==> src/rtl/dtree_node_sequencer_pkg.sv <==
// Shared definitions for the oblique decision-tree node sequencer.
//   state_t          : sequencer FSM states
//   COEF_*           : 2-bit per-feature term codes in a node word
//   node_*_lsb       : field offsets of a node word packed as
//                      {class, leaf, coef, bias} (bias at bit 0)
//   sat_neg          : two's-complement negate that maps the most negative
//                      value of a w-bit number to the most positive one
package dtree_node_sequencer_pkg;

  typedef enum logic [2:0] {
    S_IDLE, S_FETCH, S_LOAD, S_TERM, S_EVAL, S_DONE
  } state_t;

  localparam logic [1:0] COEF_SKIP = 2'b00;
  localparam logic [1:0] COEF_POS  = 2'b01;
  localparam logic [1:0] COEF_RSVD = 2'b10;
  localparam logic [1:0] COEF_NEG  = 2'b11;

  localparam int NODE_BIAS_LSB = 0;

  function automatic int node_coef_lsb(input int in_width);
    return NODE_BIAS_LSB + in_width + 1;
  endfunction

  function automatic int node_leaf_bit(input int in_width, input int n_features);
    return node_coef_lsb(in_width) + 2 * n_features;
  endfunction

  function automatic int node_class_lsb(input int in_width, input int n_features);
    return node_leaf_bit(in_width, n_features) + 1;
  endfunction

  // x must be a sign-extended w-bit value; the low w bits of the result are
  // the saturated negation.
  function automatic logic signed [31:0] sat_neg(input logic signed [31:0] x,
                                                 input int w);
    logic signed [31:0] min_v;
    min_v = 32'sh8000_0000 >>> (32 - w);
    return (x == min_v) ? ~min_v : -x;
  endfunction

endpackage

==> src/rtl/dtree_node_sequencer_if.sv <==
// Node ROM read port.
//   node_rd/node_addr : read strobe and heap-indexed node address (master out)
//   node_bias         : signed node bias, valid the cycle after node_rd
//   node_coef         : 2-bit term code per feature
//   node_leaf         : node is a leaf
//   node_class        : class of a leaf node
interface dtree_node_sequencer_if #(
  parameter int IN_WIDTH    = 14,
  parameter int N_FEATURES  = 4,
  parameter int NODE_AW     = 6,
  parameter int CLASS_WIDTH = 3
);
  logic                          node_rd;
  logic [NODE_AW-1:0]            node_addr;
  logic signed [IN_WIDTH:0]      node_bias;
  logic [2*N_FEATURES-1:0]       node_coef;
  logic                          node_leaf;
  logic [CLASS_WIDTH-1:0]        node_class;

  modport master (
    output node_rd, node_addr,
    input  node_bias, node_coef, node_leaf, node_class
  );

  modport slave (
    input  node_rd, node_addr,
    output node_bias, node_coef, node_leaf, node_class
  );
endinterface

==> src/rtl/dtree_node_sequencer_accumulator.sv <==
// Node accumulator: IN_WIDTH+1 bit register, wraps in two's complement.
//   clk, reset : clock, synchronous active-high reset (clears the register)
//   load, init : load the register with init (takes priority over add)
//   add, a     : add sign-extended IN_WIDTH-bit term a
//   y          : current register value
module dtree_node_sequencer_accumulator #(
  parameter int IN_WIDTH = 14
) (
  input  logic                       clk,
  input  logic                       reset,
  input  logic                       load,
  input  logic                       add,
  input  logic signed [IN_WIDTH:0]   init,
  input  logic signed [IN_WIDTH-1:0] a,
  output logic signed [IN_WIDTH:0]   y
);

  always_ff @(posedge clk) begin
    if (reset)     y <= '0;
    else if (load) y <= init;
    else if (add)  y <= y + {a[IN_WIDTH-1], a};
  end

endmodule

==> src/rtl/dtree_node_sequencer.sv <==
// Oblique decision-tree traversal for one feature vector.
//   clk, reset : clock, synchronous active-high reset
//   start      : classify `features` (accepted only when idle)
//   features   : N_FEATURES x IN_WIDTH signed features, feature i at i*IN_WIDTH
//   rom        : node ROM read port (1-cycle latency)
//   busy       : traversal in progress
//   done       : one-cycle result pulse
//   class_out  : leaf class, 0 on abort; held until the next accepted start
//   err        : traversal aborted (depth limit or address overflow)
// Per internal node: FETCH, LOAD (acc <= bias), N_FEATURES x TERM, EVAL.
module dtree_node_sequencer
  import dtree_node_sequencer_pkg::*;
#(
  parameter int IN_WIDTH    = 14,
  parameter int N_FEATURES  = 4,
  parameter int NODE_AW     = 6,
  parameter int CLASS_WIDTH = 3,
  parameter int MAX_DEPTH   = 8
) (
  input  logic                             clk,
  input  logic                             reset,
  input  logic                             start,
  input  logic [N_FEATURES*IN_WIDTH-1:0]   features,
  dtree_node_sequencer_if.master           rom,
  output logic                             busy,
  output logic                             done,
  output logic [CLASS_WIDTH-1:0]           class_out,
  output logic                             err
);

  localparam int TW = (N_FEATURES > 1) ? $clog2(N_FEATURES) : 1;
  localparam int DW = $clog2(MAX_DEPTH + 1);
  // 2*i+2 for the largest index needs two more bits than the index
  localparam int CW = NODE_AW + 2;
  localparam logic signed [IN_WIDTH:0] ACC_ZERO = '0;

  state_t                          state;
  logic [N_FEATURES*IN_WIDTH-1:0]  feat_q;
  logic [2*N_FEATURES-1:0]         coef_q;
  logic [TW-1:0]                   term_q;
  logic [DW-1:0]                   depth_q;
  logic [NODE_AW-1:0]              idx_q;
  logic                            rd_q;

  logic                            acc_load;
  logic                            acc_add;
  logic signed [IN_WIDTH-1:0]      acc_a;
  logic signed [IN_WIDTH:0]        acc_y;

  logic signed [IN_WIDTH-1:0]      x_t;
  logic signed [IN_WIDTH-1:0]      neg_x;
  logic [1:0]                      code_t;
  logic                            go_left;
  logic [CW-1:0]                   child;
  logic                            child_ovf;

  assign rom.node_rd   = rd_q;
  assign rom.node_addr = idx_q;

  assign x_t    = feat_q[term_q*IN_WIDTH +: IN_WIDTH];
  assign code_t = coef_q[term_q*2 +: 2];
  assign neg_x  = IN_WIDTH'(sat_neg(32'(x_t), IN_WIDTH));

  assign go_left   = (acc_y < ACC_ZERO);
  assign child     = {1'b0, idx_q, 1'b0} + (go_left ? CW'(1) : CW'(2));
  assign child_ovf = |child[CW-1:NODE_AW];

  // Accumulator controls decode straight from the registered state so the
  // bias is captured in the same cycle the ROM presents it.
  always_comb begin
    acc_load = (state == S_LOAD) && !rom.node_leaf && (depth_q != DW'(MAX_DEPTH));
    acc_add  = 1'b0;
    acc_a    = x_t;
    if (state == S_TERM) begin
      case (code_t)
        COEF_POS:             acc_add = 1'b1;
        COEF_NEG:  begin      acc_add = 1'b1; acc_a = neg_x; end
        COEF_SKIP, COEF_RSVD: acc_add = 1'b0;
        default:              acc_add = 1'b0;
      endcase
    end
  end

  dtree_node_sequencer_accumulator #(.IN_WIDTH(IN_WIDTH)) u_acc (
    .clk  (clk),
    .reset(reset),
    .load (acc_load),
    .add  (acc_add),
    .init (rom.node_bias),
    .a    (acc_a),
    .y    (acc_y)
  );

  always_ff @(posedge clk) begin
    if (reset) begin
      state     <= S_IDLE;
      feat_q    <= '0;
      coef_q    <= '0;
      term_q    <= '0;
      depth_q   <= '0;
      idx_q     <= '0;
      rd_q      <= 1'b0;
      busy      <= 1'b0;
      done      <= 1'b0;
      class_out <= '0;
      err       <= 1'b0;
    end else begin
      rd_q <= 1'b0;
      done <= 1'b0;
      case (state)
        S_IDLE: if (start) begin
          feat_q    <= features;
          idx_q     <= '0;
          depth_q   <= '0;
          class_out <= '0;
          err       <= 1'b0;
          rd_q      <= 1'b1;
          busy      <= 1'b1;
          state     <= S_FETCH;
        end
        S_FETCH: state <= S_LOAD;
        S_LOAD: begin
          coef_q <= rom.node_coef;
          term_q <= '0;
          if (rom.node_leaf) begin
            class_out <= rom.node_class;
            done      <= 1'b1;
            state     <= S_DONE;
          end else if (depth_q == DW'(MAX_DEPTH)) begin
            err       <= 1'b1;
            class_out <= '0;
            done      <= 1'b1;
            state     <= S_DONE;
          end else begin
            state <= S_TERM;
          end
        end
        S_TERM: begin
          term_q <= term_q + 1'b1;
          if (term_q == TW'(N_FEATURES - 1)) state <= S_EVAL;
        end
        S_EVAL: begin
          if (child_ovf) begin
            err       <= 1'b1;
            class_out <= '0;
            done      <= 1'b1;
            state     <= S_DONE;
          end else begin
            idx_q   <= child[NODE_AW-1:0];
            depth_q <= depth_q + 1'b1;
            rd_q    <= 1'b1;
            state   <= S_FETCH;
          end
        end
        S_DONE: begin
          busy  <= 1'b0;
          state <= S_IDLE;
        end
        default: state <= S_IDLE;
      endcase
    end
  end

endmodule

==> src/flat_wrapper.sv <==
// flat-port wrapper written by rule: the top's interface ports become plain ports
module dtree_node_sequencer_flat import dtree_node_sequencer_pkg::*;
#(
  parameter int IN_WIDTH    = 14,
  parameter int N_FEATURES  = 4,
  parameter int NODE_AW     = 6,
  parameter int CLASS_WIDTH = 3,
  parameter int MAX_DEPTH   = 8
)
  (clk, reset, start, features, busy, done, class_out, err, rom_node_rd, rom_node_addr, rom_node_bias, rom_node_coef, rom_node_leaf, rom_node_class);
  dtree_node_sequencer_if #(.IN_WIDTH(IN_WIDTH), .N_FEATURES(N_FEATURES), .NODE_AW(NODE_AW), .CLASS_WIDTH(CLASS_WIDTH)) rom_i ();
  input  logic clk;
  input  logic reset;
  input  logic start;
  input  logic [N_FEATURES*IN_WIDTH-1:0] features;
  output logic busy;
  output logic done;
  output logic [CLASS_WIDTH-1:0] class_out;
  output logic err;
  output wire logic [$bits(rom_i.node_rd)-1:0] rom_node_rd;
  output wire logic [$bits(rom_i.node_addr)-1:0] rom_node_addr;
  input wire logic [$bits(rom_i.node_bias)-1:0] rom_node_bias;
  input wire logic [$bits(rom_i.node_coef)-1:0] rom_node_coef;
  input wire logic [$bits(rom_i.node_leaf)-1:0] rom_node_leaf;
  input wire logic [$bits(rom_i.node_class)-1:0] rom_node_class;
  assign rom_node_rd = rom_i.node_rd;
  assign rom_node_addr = rom_i.node_addr;
  assign rom_i.node_bias = rom_node_bias;
  assign rom_i.node_coef = rom_node_coef;
  assign rom_i.node_leaf = rom_node_leaf;
  assign rom_i.node_class = rom_node_class;
  dtree_node_sequencer #(.IN_WIDTH(IN_WIDTH), .N_FEATURES(N_FEATURES), .NODE_AW(NODE_AW), .CLASS_WIDTH(CLASS_WIDTH), .MAX_DEPTH(MAX_DEPTH)) u_core (.clk(clk), .reset(reset), .start(start), .features(features), .rom(rom_i), .busy(busy), .done(done), .class_out(class_out), .err(err));
endmodule
==> config.mk <==
export PLATFORM = sky130hd
export DESIGN_NAME = dtree_node_sequencer_flat
export DESIGN_NICKNAME = d
export VERILOG_FILES = /design/src/rtl/dtree_node_sequencer_pkg.sv /design/src/rtl/dtree_node_sequencer_if.sv /design/src/rtl/dtree_node_sequencer_accumulator.sv /design/src/rtl/dtree_node_sequencer.sv /design/src/flat_wrapper.sv
export SDC_FILE = /design/constraint.sdc
export NUM_CORES = 1
export LEC_CHECK = 0
export BUFFER_PORTS_ARGS = -buffer_cell sky130_fd_sc_hd__buf_2
export CAP_MARGIN = 5
export CORE_MARGIN = 2
export CORE_UTILIZATION = 35
export DETAILED_ROUTE_END_ITERATION = 10
export SETUP_SLACK_MARGIN = 0.3
export SYNTH_ARGS = -nofsm -noshare
export SYNTH_HDL_FRONTEND = slang
export SYNTH_HIERARCHICAL = 1
export SYNTH_SLANG_ARGS = --single-unit
==> constraint.sdc <==
create_clock -name clk -period 7.2 [get_ports clk]
set_input_delay 1.08 -clock clk [delete_from_list [all_inputs] [get_ports clk]]
set_output_delay 1.08 -clock clk [all_outputs]
set_load 0.01 [all_outputs]
; Word level (Yosys, flattened, before mapping)
; Cells that the tools add are included.
[totals]
register_bits = 101
inputBits = 86
elab_cells = 99
[op_classes]
add_sub_neg = 5
n_mux = 40
n_eq_ne = 19
shifts = 2
n_mul = 1
order_cmp = 1
n_reduce_logical = 19
[ops]
columns = operator, count
row1 = 56-bit by 7-bit variable part select with 14-bit output, 1
row2 = 14-bit two-way mux, 3
row3 = 15-bit two-way mux, 2
row4 = 3-bit two-way mux, 9
row5 = 15-bit adder, 1
row6 = "15-bit by 1-bit less-than comparator with 1-bit output, second input constant", 1
row7 = 3-bit case mux with 5 select lines, 1
row8 = "14-bit equality test, second input constant", 1
row9 = 14-bit negation, 1
row10 = 6-bit two-way mux, 2
row11 = 6-bit case mux with 2 select lines, 1
row12 = 1-bit two-way mux, 11
row13 = "2-bit inequality test, second input constant", 5
row14 = 3-bit case mux with 3 select lines, 1
row15 = 7-bit by 8-bit adder with 8-bit output, 1
row16 = 4-bit two-way mux, 2
row17 = 1-bit case mux with 2 select lines, 4
row18 = 4-bit case mux with 2 select lines, 1
row19 = 2-bit nonzero test, 4
row20 = 8-bit by 4-bit variable part select with 2-bit output, 1
row21 = "2-bit equality test, second input constant", 3
row22 = "3-bit by 2-bit equality test with 1-bit output, second input constant", 2
row23 = "3-bit equality test, second input constant", 2
row24 = 2-bit AND reduction, 3
row25 = 21 further kinds, 24

; Depth between registers and ports, before layout
; Gate-level depths: netlist of run 1.
[depth]
ltp_word = 9
depth_mapped = 19

; Modules after synthesis
; The synthesis of run 1 kept the hierarchy.
[modules_own_cells]
columns = module, area_each_um2, seq_area_each_um2, instances, cells_per_inst
row1 = dtree_node_sequencer, 4050.1, 1721.7, 1, 493
row2 = dtree_node_sequencer_accumulator, 1388.8, 300.3, 1, 180

; Worst setup path after synthesis of run 1
; No wires, ideal clock.
[synth_timing]
path_kind = register to register
from = reg u_core.term_q[0]
to = reg u_core.u_acc.y[13]
required_time_ns = 7.084
arrival_time_ns = 4.200
slack_ns = 2.884
stages_incl_launch_ff = 17
n_path_buf = 3
cell_sequence = dfxtp_1 buf_6 buf_2 mux4_2 inv_1 ha_1 or4b_1 buf_2 o41ai_4 xor2_1 nand2_1 ha_1 a21oi_1 o22ai_1 a221o_1 or3_1 a31o_1
[synth_via]
elab_chain_len = 9
word_cells_on_any_way = 20
[synth_lines]
columns = item, line
row1 = from (decl), dtree_node_sequencer.sv:40  ; logic [TW-1:0] term_q;
row2 = from (signal assigned), dtree_node_sequencer.sv:139  ; term_q <= term_q + 1'b1;
row3 = 2-bit by 3-bit multiplier with 5-bit output, dtree_node_sequencer.sv:60  ; assign x_t = feat_q[term_q*IN_WIDTH +: IN_WIDTH];
row4 = 56-bit by 7-bit variable part select with 14-bit output, dtree_node_sequencer.sv:60
row5 = 14-bit negation / 14-bit equality test (equally long branches), dtree_node_sequencer_pkg.sv:39  ; return (x == min_v) ? ~min_v : -x;
row6 = 14-bit two-way mux, dtree_node_sequencer_pkg.sv:39
row7 = 14-bit two-way mux, dtree_node_sequencer.sv:75  ; case (code_t)
row8 = 14-bit two-way mux (*), dtree_node_sequencer.sv:74  ; if (state == S_TERM) begin
row9 = net u_core.acc_a[8], dtree_node_sequencer.sv:47  ; logic signed [IN_WIDTH-1:0] acc_a;
row10 = 15-bit adder (*), dtree_node_sequencer_accumulator.sv:21  ; else if (add) y <= y + {a[IN_WIDTH-1], a};
row11 = 15-bit two-way mux (*), dtree_node_sequencer_accumulator.sv:21
row12 = 15-bit two-way mux (*), dtree_node_sequencer_accumulator.sv:20  ; else if (load) y <= init;
row13 = to (signal assigned), dtree_node_sequencer_accumulator.sv:20
row14 = to (signal assigned), dtree_node_sequencer_accumulator.sv:21
row15 = to (decl), dtree_node_sequencer_accumulator.sv:15  ; output logic signed [IN_WIDTH:0] y
; The timed path passes the listed nets; every way through them passes the cells marked *. The select of a mux whose other input is x is not followed.
; A chain may end at the register's enable or synchronous reset.

; Worst setup path in the final report of run 1
[layout_timing]
from = reg u_core.term_q[0]
to = reg u_core.u_acc.y[10]
; The elaborated chain is that of the path after synthesis.

==> Flow_metrics.wiki, run 1 <==
{| class="wikitable"
! Metric !! Value
|-
| Cell-internal power || about 0.94 mW
|-
| Die height || approximately 130 um
|-
| Gate power share || 14.4%
|-
| Sinks on Clock Net || around 100
|-
| Mapped Cells || between 600 and 700
|-
| Setup crit end kind || flip-flop
|-
| Gr busiest metal || met2
|-
| Number of synthesis warnings || 6
|-
| Pin count of the biggest net entering global routing || 85
|-
| Sequential area share after synthesis || between 30% and 40%
|-
| Avg Vias per Cell || ~5.3
|-
| Average cell area after synthesis || approximately 8.1 um2
|-
| Highest Clock Rate || about 210 MHz
|-
| Number of hold buffers added after cts || 0
|-
| Overall die area || ~17000 um2
|-
| Commonest cells after routing, fill and taps aside || 154 x nand2_1, 106 x a21oi_1, 101 x dfxtp_1
|-
| Share of the core filled with cells in the final layout || between 40% and 50%
|-
| Count of cell types in the netlist || 55
|-
| Met2 routing resource usage after global routing || 26.5%
|-
| Vias in the first global route || about 4500
|-
| Worst clock skew || 0.0108 ns
|-
| Grt ovf || 0
|-
| Total global routing track utilization || around 17%
|-
| Part of the total power dissipated in the clock network || roughly 39%
|-
| Buffer count from post-CTS setup fixing || 0
|-
| Share of the cycle needed by the critical path after routing || about two thirds
|-
| Relative area change from synthesis to final layout || 16.7%
|-
| Resize count post-CTS || 0
|-
| Mapped Area || 5440 um2
|-
| Setup Crit Path Kind || flip-flop to flip-flop
|-
| Global routing met1 resource utilization || 24.4%
|-
| Result of the run || finished, final reports clean
|-
| Largest voltage drop on the vdd net || ~100 uV
|-
| Num ports || 99
|-
| Antenna Nets Post-Route || 0
|-
| Highest net fanout along the worst path || 16
|-
| Leading cell type in the layout, fill and taps excluded || nand2_1
|-
| TritonCTS buffer count || 9
|-
| Seq pwr share || a little under half
|-
| Effective utilization at floorplan || about 36%
|-
| Tmin final || ~5 ns
|-
| Flip-flop cell with the highest count after synthesis || dfxtp_1
|-
| Clock latency reported for the late side of the worst-skew pair || between 0.3 and 0.4 ns
|-
| CP Launch Type || flip-flop
|-
| Post-detailed-route DRC marker count || 0
|-
| H-tree Lvls || 3
|-
| Hpwl dp || approximately 10000 um
|-
| Register clock-pin slew on the reported worst setup and hold paths || ~0.070 ns
|-
| Input/output buffers || 98
|-
| Global-route wire length before repair || 22500 um
|-
| Horizontal die dimension || about 130 um
|-
| Maximum root-to-sink buffer count || 2
|-
| Routed vias || 4965
|-
| Met3 demand-to-capacity share in global routing || 2.25%
|-
| Max-slew violation total from the final report || 0
|-
| Ratio of total power to cell area || around 200 nW/um2
|-
| Leakage power || about 2.5 nW
|-
| Fillers || 1572
|-
| Last weighted congestion value of the routability-driven placer || 0.806
|-
| Max-cap violations || 0
|-
| Required time reported for the critical path endpoint || 7.46 ns
|-
| Total routed wirelength || about 14000 um
|-
| Std-Cell Core Area || around 15000 um2
|-
| Starting DRC count in detailed routing || slightly below 300
|-
| Actual transition at the worst max-transition pin || approximately 0.90 ns
|-
| Critical path arrival || approximately 5 ns
|-
| First drt pass iteration count || 5
|-
| Switching portion of total power || roughly 28%
|-
| Net Switching || approximately 0.36 mW
|-
| Register-to-Register Setup Slack || roughly 2.3 ns
|-
| Proportion of layout cells with a drive suffix above 1 || a little under a fifth
|-
| Net count, final || 850
|-
| Number of enable flip-flop cells after synthesis || 0
|-
| Wirelength per Cell || ~15 um
|-
| Final Hold Viols || 0
|-
| Ys async rst share || 0%
|-
| Root Buffer || clkbuf_16
|-
| Final Setup Violations || 0
|-
| Yosys reg bits || 101
|-
| Total inserted antenna cells || 0
|-
| Unrepaired setup endpoints after global routing || no
|-
| Sum Neg Setup Slack || 0 ns
|-
| TritonCTS clock tree || done
|-
| Cell row count || 45
|-
| Tightest Hold Check Type || flip-flop to flip-flop
|-
| Worst relative slew slack || between 30% and 40%
|-
| Antenna violations before repair || 0
|-
| Synthesized netlist net count || between 700 and 800
|}
## power by group through the flow
stage	logic, mW	registers [mW]	clock network, mW
CTS	0.187	0.606	0.519
global route	0.211	0.609	0.538
global placement	0.186	0.619	0
finish	0.187	0.606	0.503
floorplan	0.133	0.611	0
detailed placement	0.186	0.619	0
## kinds of logic after synthesis
group	count (synthesis)	synth area share (%)
xor+xnor	16	2.58
fa+ha+maj	21	4.97
simple gates	275	23.3
mux	19	7.45
buf+inv	60	4.37
compound gates	181	20.2
flops	101	37.2
## sequential cells by signal, summed over array words and instances (netlist names)
register              count
u_core/u_acc/y           15
u_core/rom.node_rd        1
u_core/state              3
u_core/feat_q            56
u_core/busy               1
u_core/err                1
u_core/done               1
u_core/term_q             2
u_core/coef_q             8
u_core/depth_q            4
u_core/rom.node_addr      6
u_core/class_out          3
## path summary, 6_finish.rpt
| check | start | endpoint | cells after the start |
|---|---|---|---|
| max | u_core/term_q[0]$_SDFFE_PP0P_ | u_core/u_acc/y[10]$_SDFFE_PP0P_ | 15 |
| min | u_core/feat_q[13]$_SDFFE_PP0P_ | u_core/feat_q[13]$_SDFFE_PP0P_ | 2 |
| max reg2reg | u_core/term_q[0]$_SDFFE_PP0P_ | u_core/u_acc/y[10]$_SDFFE_PP0P_ | 15 |
| min reg2reg | u_core/feat_q[13]$_SDFFE_PP0P_ | u_core/feat_q[13]$_SDFFE_PP0P_ | 2 |
## routing by layer
metal / vias up / share of wire, %
met5: - / 0
met4: 0 / 1.0
met3: 8 / 4.0
met2: 111 / 45
met1: 2294 / 50
li1: 2552 / -
## layout make-up
class                      instances  area [um2]  area share, %
multi-input combinational        512        3190           50.2
sequential                       101        2020           31.9
timing repair buffer             104         538           8.48
tap                              188         235           3.71
clock buffer                      10         229           3.61
clock inverter                     6        76.3           1.20
inverter                          15        56.3          0.887
## cell usage after synthesis, drive strengths merged (5+ instances only)
| cell type | number | area [um2] |
|---|---|---|
| nand2 | 154 | 578 |
| a21oi | 106 | 531 |
| dfxtp | 101 | 2020 |
| clkbuf | 38 | 143 |
| nor2 | 26 | 97.6 |
| nand3 | 23 | 115 |
| ha | 20 | 250 |
| mux4 | 16 | 375 |
| nor3 | 16 | 80.1 |
| inv | 15 | 56.3 |
| o21ai | 12 | 60.1 |
| a31oi | 10 | 62.6 |
| nor2b | 10 | 62.6 |
| o21a | 9 | 67.6 |
| nor3b | 8 | 60.1 |
| or3 | 8 | 50.1 |
| xnor2 | 8 | 70.1 |
| xor2 | 8 | 70.1 |
| a211oi | 7 | 52.6 |
| buf | 7 | 38.8 |
| nor4 | 6 | 37.5 |
| nand2b | 5 | 38.8 |
| o32ai | 5 | 43.8 |
## critical path, cell delays in order, from the launching register on
cell	delay (ns)
dfxtp_1	0.42
buf_4	0.32
mux4_2	0.57
inv_1	0.09
ha_1	0.19
or4b_1	0.60
nor2_1	0.23
nand4_1	0.37
o211ai_1	0.28
inv_1	0.10
fa_1	0.47
nor2b_1	0.18
o2111ai_1	0.19
a21boi_0	0.39
nor3_1	0.09
o32ai_1	0.28
## per-stage QoR
step                      area [um2]  hold slack, ns  power, mW  setup slack (ns)  std cells
after floorplan                 5440           0.432      0.744              2.88        673
after global placement          6040           0.441      0.805              2.47        920
after detailed placement        6040           0.445      0.805              2.40        920
after CTS                       6340           0.454       1.31              2.35        936
after global routing            6340           0.472       1.36              1.81        936
final                           6340           0.453       1.30              2.34        936
Note: power is estimated with default switching activity, not from simulation.
==> run 2, diff against run 1 <==
clock period = 4.8 ns   (was 7.2 ns; I/O delays follow)
==> run 2 against run 1 <==
Sequential share of layout area is 0.32 points lower. First-iteration DRC count rose by 30%. Sequential power up 50%. Worst setup slack lost 1.9 ns. Cell area is 1.0% higher. Sequential cell count unchanged. Worst hold slack worse by 0.0036 ns. Largest power group unchanged. Wire length grew 2.8%. Global-route usage is 0.32 points higher. Combinational power grew 52%. Critical path depth did not move. Register-to-register slack worse by 1.9 ns.
==> Flow_metrics.wiki, run 2 (synthesis results as in run 1) <==
{| class="wikitable"
! Metric !! Value
|-
| Final Hold Viols || 0 (unchanged)
|-
| Biggest regs || u_core/feat_q (56), u_core/u_acc/y (15), u_core/coef_q (8) (unchanged)
|-
| Required time reported for the critical path endpoint || 5.04 ns (was 7.46 ns)
|-
| Global-route wire length before repair || 22800 um (was 22500 um)
|-
| Crit-path cells || buf_12, mux4_2, inv_1, ha_1, or4b_4, nor2_1, nand4_1, o211ai_1, inv_1, fa_1, nor2b_1, o2111ai_1, a21boi_0, o21ai_0, o311a_1 (was buf_4, mux4_2, inv_1, ha_1, or4b_1, nor2_1, nand4_1, o211ai_1, inv_1, fa_1, nor2b_1, o2111ai_1, a21boi_0, nor3_1, o32ai_1)
|-
| Total global routing track utilization || 17.3% (was 17.0%)
|-
| Net Switching || 0.544 mW (was 0.356 mW)
|-
| Cell repeated most along the worst path || inv_1 (unchanged)
|-
| TritonCTS buffer count || 9 (unchanged)
|-
| Antenna Nets Post-Route || 0 (unchanged)
|-
| Family of cells with the greatest summed delay on the critical path || compound AO/OA/AOI/OAI gates (was simple AND/OR/NAND/NOR gates)
|-
| H-tree Lvls || 3 (unchanged)
|-
| Final cell count without fillers || 940 (was 936)
|-
| Routed vias || 4976 (was 4965)
|-
| Hold Crit Start || u_core/feat_q[20]$_SDFFE_PP0P_ (was u_core/feat_q[13]$_SDFFE_PP0P_)
|-
| Last weighted congestion value of the routability-driven placer || 0.843 (was 0.806)
|-
| Pin count of the biggest net entering global routing || 66 (was 85)
|-
| Final Setup Violations || 0 (unchanged)
|-
| Max incr delay on CP || 0.55 ns (was 0.60 ns)
|-
| Relative area change from synthesis to final layout || 17.8% (was 16.7%)
|-
| Seq pwr share || 46.5% (was 46.8%)
|-
| Highest Clock Rate || 232 MHz (was 206 MHz)
|-
| Critical path arrival || 4.55 ns (was 5.12 ns)
|-
| TritonCTS clock tree || done (unchanged)
|-
| Leakage power || 2.57 nW (was 2.54 nW)
|-
| Total routed wirelength || 14300 um (was 13900 um)
|-
| Highest net fanout along the worst path || 19 (was 16)
|-
| Area occupied by multi-input gates || 3200 um2 (was 3190 um2)
|-
| Max-cap violations || 0 (unchanged)
|-
| Net count, final || 854 (was 850)
|-
| First drt pass iteration count || 5 (unchanged)
|-
| Part of the total power dissipated in the clock network || 38.9% (was 38.8%)
|-
| Fillers || 1589 (was 1572)
|-
| Avg Vias per Cell || 5.29 (was 5.30)
|-
| Register clock-pin slew on the reported worst setup and hold paths || 0.07 ns (about the same)
|-
| Beginning of the worst register-to-register path || u_core/term_q[0]$_SDFFE_PP0P_ (unchanged)
|-
| Unrepaired setup endpoints after global routing || yes (was no)
|-
| Antenna violations before repair || 0 (unchanged)
|-
| Effective utilization at floorplan || 35.8% (unchanged)
|-
| Vias in the first global route || 4471 (was 4541)
|-
| Num ports || 99 (unchanged)
|-
| Share of the core filled with cells in the final layout || 42.2% (was 41.7%)
|-
| Std-Cell Core Area || 15200 um2 (unchanged)
|-
| Gate power share || 14.6% (was 14.4%)
|-
| Input/output buffers || 98 (unchanged)
|-
| Worst relative slew slack || 53.3% (was 39.2%)
|-
| Resize count post-CTS || 0 (unchanged)
|-
| Setup Crit Path Kind || flip-flop to flip-flop (unchanged)
|-
| Tmin final || 4.32 ns (was 4.86 ns)
|-
| Register containing the most flip-flops in the final layout || u_core/feat_q (unchanged)
|-
| Share of the cycle needed by the critical path after routing || 89.9% (was 67.5%)
|-
| Horizontal die dimension || 129 um (unchanged)
|-
| Buffer count from post-CTS setup fixing || 0 (unchanged)
|-
| Flip-flop count of the largest register, all copies and words added || 56 (unchanged)
|-
| Root Buffer || clkbuf_16 (unchanged)
|-
| Tightest Hold Check Type || flip-flop to flip-flop (unchanged)
|-
| Result of the run || finished, final reports clean (unchanged)
|-
| Setup crit end kind || flip-flop (unchanged)
|-
| Number of instances on the worst hold path || 2 (unchanged)
|-
| Commonest cells after routing, fill and taps aside || 154 x nand2_1, 105 x a21oi_1, 101 x dfxtp_1 (was 154 x nand2_1, 106 x a21oi_1, 101 x dfxtp_1)
|-
| Leading cell type in the layout, fill and taps excluded || nand2_1 (unchanged)
|-
| Proportion of layout cells with a drive suffix above 1 || 19.3% (was 18.4%)
|-
| Overall die area || 16600 um2 (unchanged)
|-
| Register-to-Register Setup Slack || 0.48 ns (was 2.34 ns)
|-
| Number of hold buffers added after cts || 0 (unchanged)
|-
| Sum Neg Setup Slack || 0 ns (unchanged)
|-
| Clock latency reported for the late side of the worst-skew pair || 0.35 ns (about the same)
|-
| Number of placed cells counting well taps || 924 (was 920)
|-
| Max-slew violation total from the final report || 0 (unchanged)
|-
| Area post-placement || 6080 um2 (was 6040 um2)
|-
| Maximum root-to-sink buffer count || 2 (unchanged)
|-
| Launching element of the worst setup path || u_core/term_q[0]$_SDFFE_PP0P_ (unchanged)
|-
| Largest voltage drop on the vdd net || 254 uV (was 105 uV)
|-
| CP Launch Type || flip-flop (unchanged)
|-
| Total inserted antenna cells || 0 (unchanged)
|-
| Slowest-stage cell, CP || mux4_2 (was or4b_1)
|-
| Ratio of total power to cell area || 305 nW/um2 (was 204 nW/um2)
|-
| Hpwl dp || 10100 um (was 9990 um)
|-
| Depth of the worst register-to-register path || 15 (unchanged)
|-
| Starting DRC count in detailed routing || 383 (was 294)
|-
| Actual transition at the worst max-transition pin || 0.691 ns (was 0.900 ns)
|-
| Post-detailed-route DRC marker count || 0 (unchanged)
|-
| Sinks on Clock Net || 101 (unchanged)
|-
| Critical register-to-register path endpoint || u_core/u_acc/y[8]$_SDFFE_PP0P_ (was u_core/u_acc/y[10]$_SDFFE_PP0P_)
|-
| Worst hold path endpoint || u_core/feat_q[20]$_SDFFE_PP0P_ (was u_core/feat_q[13]$_SDFFE_PP0P_)
|-
| Switching portion of total power || 27.8% (was 27.5%)
|-
| Wirelength per Cell || 15.2 um (was 14.8 um)
|-
| Worst hold slack || 0.449 ns (was 0.453 ns)
|-
| Cell row count || 45 (unchanged)
|-
| Grt ovf || 0 (unchanged)
|-
| Die height || 129 um (unchanged)
|-
| Post-layout instance area || 6410 um2 (was 6340 um2)
|-
| Register cell area after layout || 2020 um2 (unchanged)
|-
| Worst clock skew || 0.00730 ns (was 0.0108 ns)
|-
| Cell-internal power || 1.41 mW (was 0.939 mW)
|-
| Number of buffer and inverter instances along the worst setup path || 3 (unchanged)
|}
## run 2: how the worst max path moves through the flow
stage / endpoint / slack [ns] / depth (start not counted)
final: u_core/u_acc/y[8]$_SDFFE_PP0P_ / 0.48 / 15
after global routing: u_core/u_acc/y[10]$_SDFFE_PP0P_ / 0.29 / 15
after CTS: u_core/u_acc/y[10]$_SDFFE_PP0P_ / 0.42 / 15
after detailed placement: u_core/u_acc/y[13]$_SDFFE_PP0P_ / 0.46 / 14
after global placement: u_core/u_acc/y[13]$_SDFFE_PP0P_ / 0.52 / 14
after floorplan: u_core/u_acc/y[13]$_SDFFE_PP0P_ / 0.48 / 16
## run 2: power by group through the flow
stage	clock [mW]	sequential, mW	combinational, mW
finish	0.761	0.909	0.285
global route	0.810	0.914	0.318
CTS	0.782	0.909	0.283
detailed placement	0	0.929	0.281
global placement	0	0.928	0.281
floorplan	0	0.916	0.199
## run 2: worst min-delay path, cell delays in order, from the launching register on
cell and delay (ns):
dfxtp_1 0.31, nand2_1 0.05, a21oi_1 0.05
## run 2: final cells by class
class | count | share of cell area [%]
clock buffer | 10 | 3.57
timing repair buffer | 108 | 9.06
clock inverter | 6 | 1.31
tap | 188 | 3.67
inverter | 15 | 0.879
sequential | 101 | 31.6
multi-input combinational | 512 | 50.0
## run 2: through the flow
stage / power, mW / worst slack, ns
floorplan: 1.12 / 0.484
global placement: 1.21 / 0.520
detailed placement: 1.21 / 0.458
CTS: 1.97 / 0.420
global route: 2.04 / 0.291
finish: 1.96 / 0.485
## run 2: routing by layer
layer	up-vias	wire length, um	GRT usage, %	share of wire [%]
li1	2553	-	-	-
met1	2260	7020	24.7	49
met2	146	6320	26.4	44
met3	17	706	3.58	5.0
met4	0	216	5.24	1.5
met5	-	0	0	0
==> run 3, diff against run 2 <==
PLACE_DENSITY_LB_ADDON = 0.3   (was default)
==> run 3 against run 2 <==
Core utilization fell by 0.16 points. Wire length is 2.9% lower. Count of clock-buffer cells in the layout did not move. Cell area down 0.39%. Non-clock buffer count is 1 lower. Global-route usage shrank 0.40 points. Critical endpoint is now u_core/u_acc/y[13]$_SDFFE_PP0P_. Largest power group unchanged. Combinational power about the same. Sequential share of layout area up 0.12 points.
==> Flow_metrics.wiki, run 3 (synthesis results as in run 1) <==
{| class="wikitable"
! Metric !! Value
|-
| Result of the run || finished, final reports clean (unchanged)
|-
| Maximum root-to-sink buffer count || 2 (unchanged)
|-
| Antenna Nets Post-Route || 0 (unchanged)
|-
| Num ports || 99 (unchanged)
|-
| Highest Clock Rate || 234 MHz (was 232 MHz)
|-
| Clock latency reported for the late side of the worst-skew pair || 0.35 ns (about the same)
|-
| Root Buffer || clkbuf_16 (unchanged)
|-
| Proportion of layout cells with a drive suffix above 1 || 19.7% (was 19.3%)
|-
| Starting DRC count in detailed routing || 349 (was 383)
|-
| Final Setup Violations || 0 (unchanged)
|-
| Final cell count without fillers || 940 (unchanged)
|-
| Last weighted congestion value of the routability-driven placer || 0.863 (was 0.843)
|-
| Number of hold buffers added after cts || 0 (unchanged)
|-
| Ratio of total power to cell area || 293 nW/um2 (was 305 nW/um2)
|-
| Max-cap violations || 0 (unchanged)
|-
| Overall die area || 16600 um2 (unchanged)
|-
| Worst relative slew slack || 21.8% (was 53.3%)
|-
| TritonCTS clock tree || done (unchanged)
|-
| Max-slew violation total from the final report || 0 (unchanged)
|-
| Unrepaired setup endpoints after global routing || no (was yes)
|-
| Number of placed cells counting well taps || 923 (was 924)
|-
| TritonCTS buffer count || 9 (unchanged)
|-
| Part of the total power dissipated in the clock network || 36.3% (was 38.9%)
|-
| Grt ovf || 0 (unchanged)
|-
| Required time reported for the critical path endpoint || 5.04 ns (about the same)
|-
| Switching portion of total power || 27.8% (about the same)
|-
| Worst clock skew || 0.00640 ns (was 0.00730 ns)
|-
| Leading cell type in the layout, fill and taps excluded || nand2_1 (unchanged)
|-
| Net count, final || 853 (was 854)
|-
| Cell-internal power || 1.35 mW (was 1.41 mW)
|-
| Register containing the most flip-flops in the final layout || u_core/feat_q (unchanged)
|-
| Total global routing track utilization || 16.9% (was 17.3%)
|-
| Worst hold slack || 0.451 ns (was 0.449 ns)
|-
| Std-Cell Core Area || 15200 um2 (unchanged)
|-
| Pin count of the biggest net entering global routing || 75 (was 66)
|-
| Largest voltage drop on the vdd net || 185 uV (was 254 uV)
|-
| Hpwl dp || 9980 um (was 10100 um)
|-
| Sinks on Clock Net || 101 (unchanged)
|-
| Avg Vias per Cell || 5.23 (was 5.29)
|-
| CP Launch Type || flip-flop (unchanged)
|-
| Seq pwr share || 48.6% (was 46.5%)
|-
| Routed vias || 4915 (was 4976)
|-
| Critical path arrival || 4.51 ns (was 4.55 ns)
|-
| Vias in the first global route || 4446 (was 4471)
|-
| Sum Neg Setup Slack || 0 ns (unchanged)
|-
| Setup Crit Path Kind || flip-flop to flip-flop (unchanged)
|-
| Highest net fanout along the worst path || 19 (unchanged)
|-
| Register clock-pin slew on the reported worst setup and hold paths || 0.07 ns (about the same)
|-
| Gate power share || 15.1% (was 14.6%)
|-
| Tightest Hold Check Type || flip-flop to flip-flop (unchanged)
|-
| Commonest cells after routing, fill and taps aside || 154 x nand2_1, 105 x a21oi_1, 101 x dfxtp_1 (unchanged)
|-
| Wirelength per Cell || 14.7 um (was 15.2 um)
|-
| Tmin final || 4.27 ns (was 4.32 ns)
|-
| Final Hold Viols || 0 (unchanged)
|-
| Fillers || 1602 (was 1589)
|-
| Relative area change from synthesis to final layout || 17.4% (was 17.8%)
|-
| Share of the core filled with cells in the final layout || 42.0% (was 42.2%)
|-
| Die height || 129 um (unchanged)
|-
| Worst Setup Slack post-DPL || 0.405 ns (was 0.458 ns)
|-
| Input/output buffers || 98 (unchanged)
|-
| Buffer count from post-CTS setup fixing || 0 (unchanged)
|-
| H-tree Lvls || 3 (unchanged)
|-
| Share of the cycle needed by the critical path after routing || 88.9% (was 89.9%)
|-
| Horizontal die dimension || 129 um (unchanged)
|-
| First drt pass iteration count || 5 (unchanged)
|-
| Global-route wire length before repair || 22400 um (was 22800 um)
|-
| Flip-flop count of the largest register, all copies and words added || 56 (unchanged)
|-
| Post-detailed-route DRC marker count || 0 (unchanged)
|-
| Net Switching || 0.521 mW (was 0.544 mW)
|-
| Antenna violations before repair || 1 (was 0)
|-
| Biggest regs || u_core/feat_q (56), u_core/u_acc/y (15), u_core/coef_q (8) (unchanged)
|-
| Leakage power || 2.54 nW (was 2.57 nW)
|-
| Effective utilization at floorplan || 35.8% (unchanged)
|-
| Total routed wirelength || 13800 um (was 14300 um)
|-
| Cell row count || 45 (unchanged)
|-
| Actual transition at the worst max-transition pin || 1.17 ns (was 0.691 ns)
|-
| Setup slack of the critical path after layout || 0.531 ns (was 0.485 ns)
|-
| Setup crit end kind || flip-flop (unchanged)
|}
## run 3: cell type report
type | instances | area, um2 | share of cell area [%]
Multi-Input combinational cell | 512 | 3220 | 50.4
Sequential cell | 101 | 2020 | 31.7
Timing Repair Buffer | 107 | 573 | 8.98
Tap cell | 188 | 235 | 3.68
Clock buffer | 10 | 229 | 3.59
Inverter | 15 | 56.3 | 0.882
Clock inverter | 6 | 48.8 | 0.764
Antenna cell | 1 | 2.50 | 0.0392
## run 3: metrics by stage
stage	power, mW	cell area [um2]
6_report	1.87	6380
5_1_grt	1.97	6380
4_1_cts	1.89	6350
3_5_place_dp	1.21	6070
3_3_place_gp	1.21	6070
2_1_floorplan	1.12	5440
## run 3: power by group through the flow
stage | logic, mW | registers, mW | clock network [mW]
after floorplan | 0.199 | 0.916 | 0
after global placement | 0.277 | 0.928 | 0
after detailed placement | 0.278 | 0.929 | 0
after CTS | 0.280 | 0.910 | 0.700
after global routing | 0.318 | 0.915 | 0.732
final | 0.283 | 0.909 | 0.680
## run 3: metal layers
layer,up-vias,global-route usage [%],wire [um]
met5,-,0,0
met4,0,5.75,180
met3,15,2.79,646
met2,123,26.1,6140
met1,2228,24.1,6880
li1,2549,-,-
## run 3: final timing paths
check,to,cells past startpoint,from,slack [ns]
max,u_core/u_acc/y[13]$_SDFFE_PP0P_,14,u_core/term_q[0]$_SDFFE_PP0P_,0.53
min,u_core/feat_q[5]$_SDFFE_PP0P_,2,u_core/feat_q[5]$_SDFFE_PP0P_,0.45
max reg2reg,u_core/u_acc/y[13]$_SDFFE_PP0P_,14,u_core/term_q[0]$_SDFFE_PP0P_,0.53
min reg2reg,u_core/feat_q[5]$_SDFFE_PP0P_,2,u_core/feat_q[5]$_SDFFE_PP0P_,0.45
## run 3: repair_timing
item / in CTS / in global routing
gates resized for setup: 0 / 9
hold endpoints to repair: 0 / 0
setup endpoints to repair: 0 / 10
## run 3: critical path, stage by stage, from the launching register on
cell and delay, ns:
dfxtp_1 0.36, buf_12 0.19, mux4_2 0.56, inv_1 0.10
ha_1 0.20, or4b_4 0.54, o41ai_4 0.37, xor2_1 0.19
nand2_1 0.09, ha_2 0.34, a21oi_1 0.19, o22ai_1 0.13
a221o_1 0.36, or3_1 0.34, a31o_1 0.20
